### config.mk
export PLATFORM = sky130hd
export DESIGN_NAME = fifo_wr_arbiter_flat
export DESIGN_NICKNAME = d
export VERILOG_FILES = /design/src/rtl/fifo_wr_arbiter_if.sv /design/src/rtl/fifo_wr_arbiter.sv /design/src/flat_wrapper.sv
export SDC_FILE = /design/constraint.sdc
export NUM_CORES = 1
export LEC_CHECK = 0
export BUFFER_PORTS_ARGS = -buffer_cell sky130_fd_sc_hd__buf_2
export CAP_MARGIN = 20
export CORE_AREA = 2 2 55 44
export DETAILED_ROUTE_END_ITERATION = 6
export DIE_AREA = 0 0 57 46
export PLACE_DENSITY = 0.76
export SYNTH_ARGS = -nofsm -noshare
export SYNTH_HDL_FRONTEND = slang
export SYNTH_SLANG_ARGS = --single-unit
### constraint.sdc
create_clock -name clk -period 4.85 [get_ports clk]
set_clock_uncertainty 0.05 [all_clocks]
set_input_delay 0.485 -clock clk [delete_from_list [all_inputs] [get_ports clk]]
set_output_delay 0.485 -clock clk [all_outputs]
set_load 0.005 [all_outputs]
### src/rtl/fifo_wr_arbiter_if.sv
// Handshake bundle between the requesters, the write-port arbiter and the FIFO write side.
// The master side drives requests, data and the FIFO full flag; the arbiter is the slave.
interface fifo_wr_arbiter_if #(
    parameter int unsigned NREQ = 4,
    parameter int unsigned DW   = 3
);
    logic [NREQ-1:0]    req;
    logic [NREQ*DW-1:0] data;
    logic               fifo_full;
    logic               fifo_wen;
    logic [DW-1:0]      fifo_din;
    logic [NREQ-1:0]    gnt;
    logic [NREQ-1:0]    ack;
    logic               busy;

    modport master (
        output req, data, fifo_full,
        input  fifo_wen, fifo_din, gnt, ack, busy
    );

    modport slave (
        input  req, data, fifo_full,
        output fifo_wen, fifo_din, gnt, ack, busy
    );
endinterface

### src/rtl/fifo_wr_arbiter.sv
// Round-robin arbiter sharing one FIFO write port among NREQ requesters.
// Define FIFO_ARB_BURST_EN to hold a grant for up to BURST_LEN beats; otherwise one beat per grant.
module fifo_wr_arbiter #(
    parameter int unsigned NREQ      = 4,
    parameter int unsigned DW        = 3,
    parameter int unsigned BURST_LEN = 4
) (
    input  logic              clk,
    input  logic              rst,
    fifo_wr_arbiter_if.slave  bus
);
    localparam int unsigned IW = (NREQ > 1) ? $clog2(NREQ) : 1;

    typedef enum logic [0:0] {StIdle, StGrant} state_e;

    state_e          r_state;
    logic [IW-1:0]   r_owner;
    logic [IW-1:0]   r_rr_ptr;
    logic [NREQ-1:0] r_gnt;
    logic            r_busy;
`ifdef FIFO_ARB_BURST_EN
    logic [3:0]      r_beat_cnt;
`endif

    logic [IW-1:0]   w_scan_start;
    logic [IW-1:0]   w_winner;
    logic            w_found;
    logic            w_own_req;
    logic            w_accept;
    logic            w_last;
    logic            w_release;

    // On release the scan starts just past the owner, so the old owner ranks last.
    always_comb begin
        w_scan_start = r_rr_ptr;
        if (r_state == StGrant) begin
            w_scan_start = (r_owner == IW'(NREQ - 1)) ? '0 : r_owner + 1'b1;
        end
    end

    always_comb begin : p_scan
        int unsigned idx;
        w_found  = 1'b0;
        w_winner = '0;
        idx      = 0;
        for (int k = 0; k < int'(NREQ); k++) begin
            idx = (int'(w_scan_start) + k) % NREQ;
            if (!w_found && bus.req[idx]) begin
                w_found  = 1'b1;
                w_winner = IW'(idx);
            end
        end
    end

    assign w_own_req = bus.req[r_owner];
    assign w_accept  = (r_state == StGrant) && w_own_req && !bus.fifo_full;

`ifdef FIFO_ARB_BURST_EN
    assign w_last = (r_beat_cnt == 4'(BURST_LEN - 1));
`else
    assign w_last = 1'b1;
`endif

    assign w_release = (r_state == StGrant) && (!w_own_req || (w_accept && w_last));

    always_ff @(posedge clk or negedge rst) begin
        if (!rst) begin
            r_state    <= StIdle;
            r_owner    <= '0;
            r_rr_ptr   <= '0;
            r_gnt      <= '0;
            r_busy     <= 1'b0;
`ifdef FIFO_ARB_BURST_EN
            r_beat_cnt <= '0;
`endif
        end else begin
            unique case (r_state)
                StIdle: begin
                    if (w_found) begin
                        r_state    <= StGrant;
                        r_owner    <= w_winner;
                        r_gnt      <= {{(NREQ-1){1'b0}}, 1'b1} << w_winner;
                        r_busy     <= 1'b1;
`ifdef FIFO_ARB_BURST_EN
                        r_beat_cnt <= '0;
`endif
                    end
                end
                StGrant: begin
                    if (w_release) begin
                        r_rr_ptr <= w_scan_start;
                        if (w_found) begin
                            r_owner    <= w_winner;
                            r_gnt      <= {{(NREQ-1){1'b0}}, 1'b1} << w_winner;
`ifdef FIFO_ARB_BURST_EN
                            r_beat_cnt <= '0;
`endif
                        end else begin
                            r_state <= StIdle;
                            r_gnt   <= '0;
                            r_busy  <= 1'b0;
                        end
                    end
`ifdef FIFO_ARB_BURST_EN
                    else if (w_accept) begin
                        r_beat_cnt <= r_beat_cnt + 4'd1;
                    end
`endif
                end
                default: r_state <= StIdle;
            endcase
        end
    end

    always_comb begin
        bus.fifo_din = '0;
        if (r_state == StGrant) begin
            bus.fifo_din = bus.data[int'(r_owner) * int'(DW) +: DW];
        end
    end

    assign bus.fifo_wen = w_accept;
    assign bus.ack      = w_accept ? r_gnt : '0;
    assign bus.gnt      = r_gnt;
    assign bus.busy     = r_busy;
endmodule

### src/flat_wrapper.sv
// flat-port wrapper written by rule: the top's interface ports become plain ports
module fifo_wr_arbiter_flat 
#(
    parameter int unsigned NREQ      = 4,
    parameter int unsigned DW        = 3,
    parameter int unsigned BURST_LEN = 4
)
  (clk, rst, bus_req, bus_data, bus_fifo_full, bus_fifo_wen, bus_fifo_din, bus_gnt, bus_ack, bus_busy);
  fifo_wr_arbiter_if #(.NREQ(NREQ), .DW(DW)) bus_i ();
  input  logic clk;
  input  logic rst;
  input wire logic [$bits(bus_i.req)-1:0] bus_req;
  input wire logic [$bits(bus_i.data)-1:0] bus_data;
  input wire logic [$bits(bus_i.fifo_full)-1:0] bus_fifo_full;
  output wire logic [$bits(bus_i.fifo_wen)-1:0] bus_fifo_wen;
  output wire logic [$bits(bus_i.fifo_din)-1:0] bus_fifo_din;
  output wire logic [$bits(bus_i.gnt)-1:0] bus_gnt;
  output wire logic [$bits(bus_i.ack)-1:0] bus_ack;
  output wire logic [$bits(bus_i.busy)-1:0] bus_busy;
  assign bus_i.req = bus_req;
  assign bus_i.data = bus_data;
  assign bus_i.fifo_full = bus_fifo_full;
  assign bus_fifo_wen = bus_i.fifo_wen;
  assign bus_fifo_din = bus_i.fifo_din;
  assign bus_gnt = bus_i.gnt;
  assign bus_ack = bus_i.ack;
  assign bus_busy = bus_i.busy;
  fifo_wr_arbiter #(.NREQ(NREQ), .DW(DW), .BURST_LEN(BURST_LEN)) u_core (.clk(clk), .rst(rst), .bus(bus_i));
endmodule
[Word level (Yosys, flattened, before mapping)]
Index checks and enable logic that the tools add are counted.
Word-level totals
  bits in registers: 10
  bits of input ports: 19
  output and inout bits: 13
  word-level logic and storage cells: 73
Cells by class
  $add $sub $neg: 4
  multipliers: 1
  magnitude comparators: 5
  eq/ne operators: 4
  shift-type cells: 2
  muxes and demuxes: 36
  bitwise logic cells: 1
  reductions and logical operators: 15
Operators by type and width (number)
  12-bit by 32-bit variable part select with 3-bit output: 1
  2-bit 2-to-1 mux: 8
  4-bit 2-to-1 mux: 4
  2-bit by 3-bit less-than comparator with 1-bit output (second input constant): 5
  1-bit 2-to-1 mux: 14
  1-bit binary-select mux with 2-bit select: 5
  4-bit one-hot mux with 2 select lines: 1
  1-bit logical AND: 6
  1-bit zero test: 5
  2-bit by 1-bit adder with 2-bit output (second input constant): 2
  2-bit adder (second input constant): 2
  2-bit by 2-bit multiplier with 4-bit output (second input constant): 1
  2-bit inequality test (second input constant): 2
  1-bit one-hot mux with 2 select lines: 2
  2-bit one-hot mux with 2 select lines: 1
  2-bit AND reduction: 2
  1-bit by 2-bit << shifter with 4-bit output (first input constant): 1
  3-bit 2-to-1 mux: 1
  3-bit AND reduction: 1
  2-bit == test (second input constant): 1
  2-bit by 1-bit inequality test with 1-bit output (second input constant): 1
  1-bit logical OR: 1
  1-bit inverter: 1

[Logic depth before layout (Yosys ltp)]
  word-level depth: 19
  depth in mapped cells: 7
  mapped depth without buffers: 6

[Least setup slack after synthesis]
Ideal clock, no wire load.
  path kind: register -> output
  start point: reg u_core.r_owner[1]
  end point: out bus_ack[0]
  data arrival time: 1369 ps
  required time: 4315 ps
  path slack: 2946 ps
  stages on the path, launching flop included: 5
  path through: dfrtp_1 -> buf_6 -> mux4_2 -> nor3b_1 -> and2_1
Between the ends
  word-level cells in the longest chain between the ends: 5
Ends and longest elaborated chain
  start: declaration: RTL line fifo_wr_arbiter.sv:17  | logic [IW-1:0] r_owner;
  start signal: assignment: RTL line fifo_wr_arbiter.sv:81  | r_owner <= w_winner;
  start signal: assignment: RTL line fifo_wr_arbiter.sv:93  | r_owner <= w_winner;
  1-bit binary-select mux with 2-bit select: RTL line fifo_wr_arbiter.sv:55  | assign w_own_req = bus.req[r_owner];
  1-bit 2-to-1 mux (implied by the code): RTL line fifo_wr_arbiter.sv:55
  1-bit logical AND (2 in a row): RTL line fifo_wr_arbiter.sv:56  | assign w_accept = (r_state == StGrant) && w_own_req && !bus.fifo_full;
  via bus_fifo_wen: RTL line flat_wrapper.sv:15  | output wire logic [$bits(bus_i.fifo_wen)-1:0] bus_fifo_wen;
  4-bit 2-to-1 mux: RTL line fifo_wr_arbiter.sv:123  | assign bus.ack = w_accept ? r_gnt : '0;
  end: declaration: RTL line flat_wrapper.sv:18  | output wire logic [$bits(bus_i.ack)-1:0] bus_ack;
The timed path passes the listed nets, and every way through them passes these cells. The select of a mux whose other input is x is not followed.

[Final worst setup path]
  start point: reg u_core.r_owner[1]
  end point: out bus_ack[2]
Between the ends
  word-level cells in the longest chain between the ends: 5
Ends and longest elaborated chain (RTL line)
  1-bit binary-select mux with 2-bit select: fifo_wr_arbiter.sv:55
  1-bit 2-to-1 mux (implied by the code): fifo_wr_arbiter.sv:55
  1-bit logical AND (2 in a row): fifo_wr_arbiter.sv:56
  4-bit 2-to-1 mux: fifo_wr_arbiter.sv:123
Every way passes these cells. The select of a mux whose other input is x is not followed.

==> impl_metrics.json <==
{
  "status": "completed",
  "syn2layout_area_growth_pct": 24.8,
  "synth_cell_types": 38,
  "final_common_cell": "buf_2",
  "critPathSlowestCell": "dfrtp_1",
  "pwr-share-clk_pct": 14.9,
  "grt.met3_usage_pct": 5.97,
  "drc_errors": 0,
  "portBuffers": 31,
  "cts_sinks": 10,
  "max-vdd-ir-drop_uv": 225,
  "start_kind": "flip-flop",
  "dr.pass1.iters": 4,
  "drv_cap": 0,
  "synthesis.nets": 97,
  "cts_buffers": 3,
  "hold_viol": 0,
  "clockBufferDepth": 2,
  "ys_warn_count": 0,
  "setup_viol": 0,
  "hpwl_um": 1460,
  "htree_levels": 1,
  "p_sw_w": 0.000190,
  "postCtsSetupBuffers": 0,
  "required_ps": 4320,
  "vias_per_cell": 5.36,
  "gr-usage-all-layers_pct": 14.6,
  "powerDensity_nw_per_um2": 503,
  "post_drt_wl_per_cell_um": 13.7,
  "cp_max_fo": 7,
  "cp_cell_sequence": "mux4_2 > nor3b_1 > and2_1 > buf_2",
  "p_leak_nw": 0.483,
  "dieArea_um2": 2620,
  "met1_usage_pct": 15.8,
  "ys.flop_type": "dfrtp_1",
  "ant_nets": 0,
  "endpoint_kind": "output port",
  "path_clk_slew_ps": 60,
  "drive_gt1_share_pct": 40.0,
  "die_w_um": 57,
  "power_frac_comb_pct": 51.3,
  "routed-via-count": 723,
  "finalSetupTns_ps": 0,
  "netlist_instances": 78,
  "cts_hold_buf": 0,
  "cts_tree": "yes",
  "grt_max_degree": 15,
  "avgSynthCellArea_um2": 10.2,
  "cp_num_buf_inv": 1,
  "synth_edf_count": 0,
  "min_period_ps": 2460,
  "drv_slew": 0,
  "crit_family": "simple AND/OR/NAND/NOR gates",
  "nNetsFinal": 130,
  "grt_pass1_vias": 671,
  "initial_core_util_pct": 37.0,
  "gr-total-overflow": 0,
  "async_flop_share_pct": 100,
  "internal-power_w": 0.000307,
  "antenna_cells": 0,
  "fmax_ghz": 0.406,
  "die_y_um": 46,
  "critical_path_arrival_ps": 1930,
  "ys_ff_latch": 10,
  "drtIter0Drc": 12,
  "criticalPathCategory": "reg -> out",
  "grt_pass1_wl_um": 2870,
  "max-slew-margin-rel_pct": 68.1,
  "total_power_w": 0.000497,
  "io_pins": 32,
  "p_seq_share_pct": 33.7,
  "clkLatencyLatePin_ps": 270,
  "met2_usage_pct": 26.4,
  "wirelength_um": 1850,
  "mostFrequentLayoutCells": "buf_2, dfrtp_1, nand2_1",
  "switching_share_pct": 38.2,
  "slowest_delay_ps": 500,
  "min_path_type": "in -> async",
  "finalCritPeriodShare_pct": 50.8,
  "max_slew.worst_pin.slew_ps": 478,
  "top_usage_layer": "met2",
  "gp_congestion": 0.786,
  "rsz0062_at_grt": "false",
  "cts_resized": 0,
  "root_buffer": "clkbuf_4",
  "netlist_area_um2": 792,
  "synth_seq_area_share_pct": 31.6,
  "core_um2": 2140,
  "rows": 15,
  "grt_antenna_before_repair": 0
}
metal layers:
metal	vias up	routed length, um
li1	360	-
met3	3	148
met4	0	15
met1	338	748
met5	-	0
met2	22	932
metrics by stage:
stage               utilization (%)  area (um2)  hold slack [ps]  setup WS [ps]  std cells
floorplan                         -         792              139           2950         78
global placement               44.5         952              303           2720        131
detailed placement             44.5         952              306           2660        131
CTS                            46.2         988             4.97           2410        135
global route                   46.2         988             8.69           2270        135
finish                         46.2         988             11.4           2390        135
kinds of logic after synthesis:
logic type	Yosys count	share of synthesized area, %
xor gates and xnor gates	1	1.11
adders and majority gates	1	1.26
AOI/OAI and AO/OA	22	20.2
DFF	10	31.6
and+or+nand+nor	28	21.5
muxes	8	18.6
buffers and inverters	8	5.69
layout make-up:
class | count | area (um2)
clock buffer | 4 | 36.3
sequential | 10 | 250
multi-input combinational | 60 | 497
tap | 25 | 31.3
fill | 208 | 1150
timing repair buffer | 31 | 155
inverter | 5 | 18.8
power groups by stage:
stage	Clock, W	Combinational (W)	Sequential [W]
global route	0.0000825	0.000282	0.000174
CTS	0.0000774	0.000258	0.000167
detailed placement	0	0.000256	0.000169
floorplan	0	0.000217	0.000143
finish	0.0000742	0.000255	0.000168
global placement	0	0.000250	0.000166
worst register-to-register path: stages, from the launching register on:
cell and delay, ps:
dfrtp_1 510, xor2_1 230, mux2_4 290, a221o_1 420, a22oi_1 190, o221ai_1 150
Yosys cell counts, types with 2 or more instances:
cell,count,area [um2]
a21oi_1,2,10.0
and2_1,7,43.8
buf_6,2,22.5
dfrtp_1,10,250
inv_1,5,18.8
mux2i_1,2,20.0
mux4_1,3,78.8
nand2_1,8,30.0
nand2b_1,2,12.5
nor2_1,2,7.51
o21ai_0,5,25.0
o221ai_1,2,17.5
o31ai_1,3,22.5
state kept, by name, indices dropped and copies added, names as in the netlist:
name,flops
u_core.r_owner,2
u_core.r_rr_ptr,2
u_core.bus.busy,1
u_core.bus.gnt,4
u_core.r_state,1
final timing paths:
check | depth (start not counted) | start | end | slack [ps]
min in group clk | 2 | u_core.bus.gnt[3] | u_core.bus.gnt[3] | 440
max in group asynchronous | 1 | rst | u_core.r_owner[0] | 4550
hold reg to reg | 2 | u_core.bus.gnt[3] | u_core.bus.gnt[3] | 440
setup / recovery | 4 | u_core.r_owner[1] | bus_ack[2] | 2390
setup reg to reg | 5 | u_core.r_owner[0] | u_core.bus.gnt[0] | 2880
hold / removal | 1 | rst | u_core.bus.gnt[2] | 10
No activity file was read; power rests on OpenSTA's default activity.
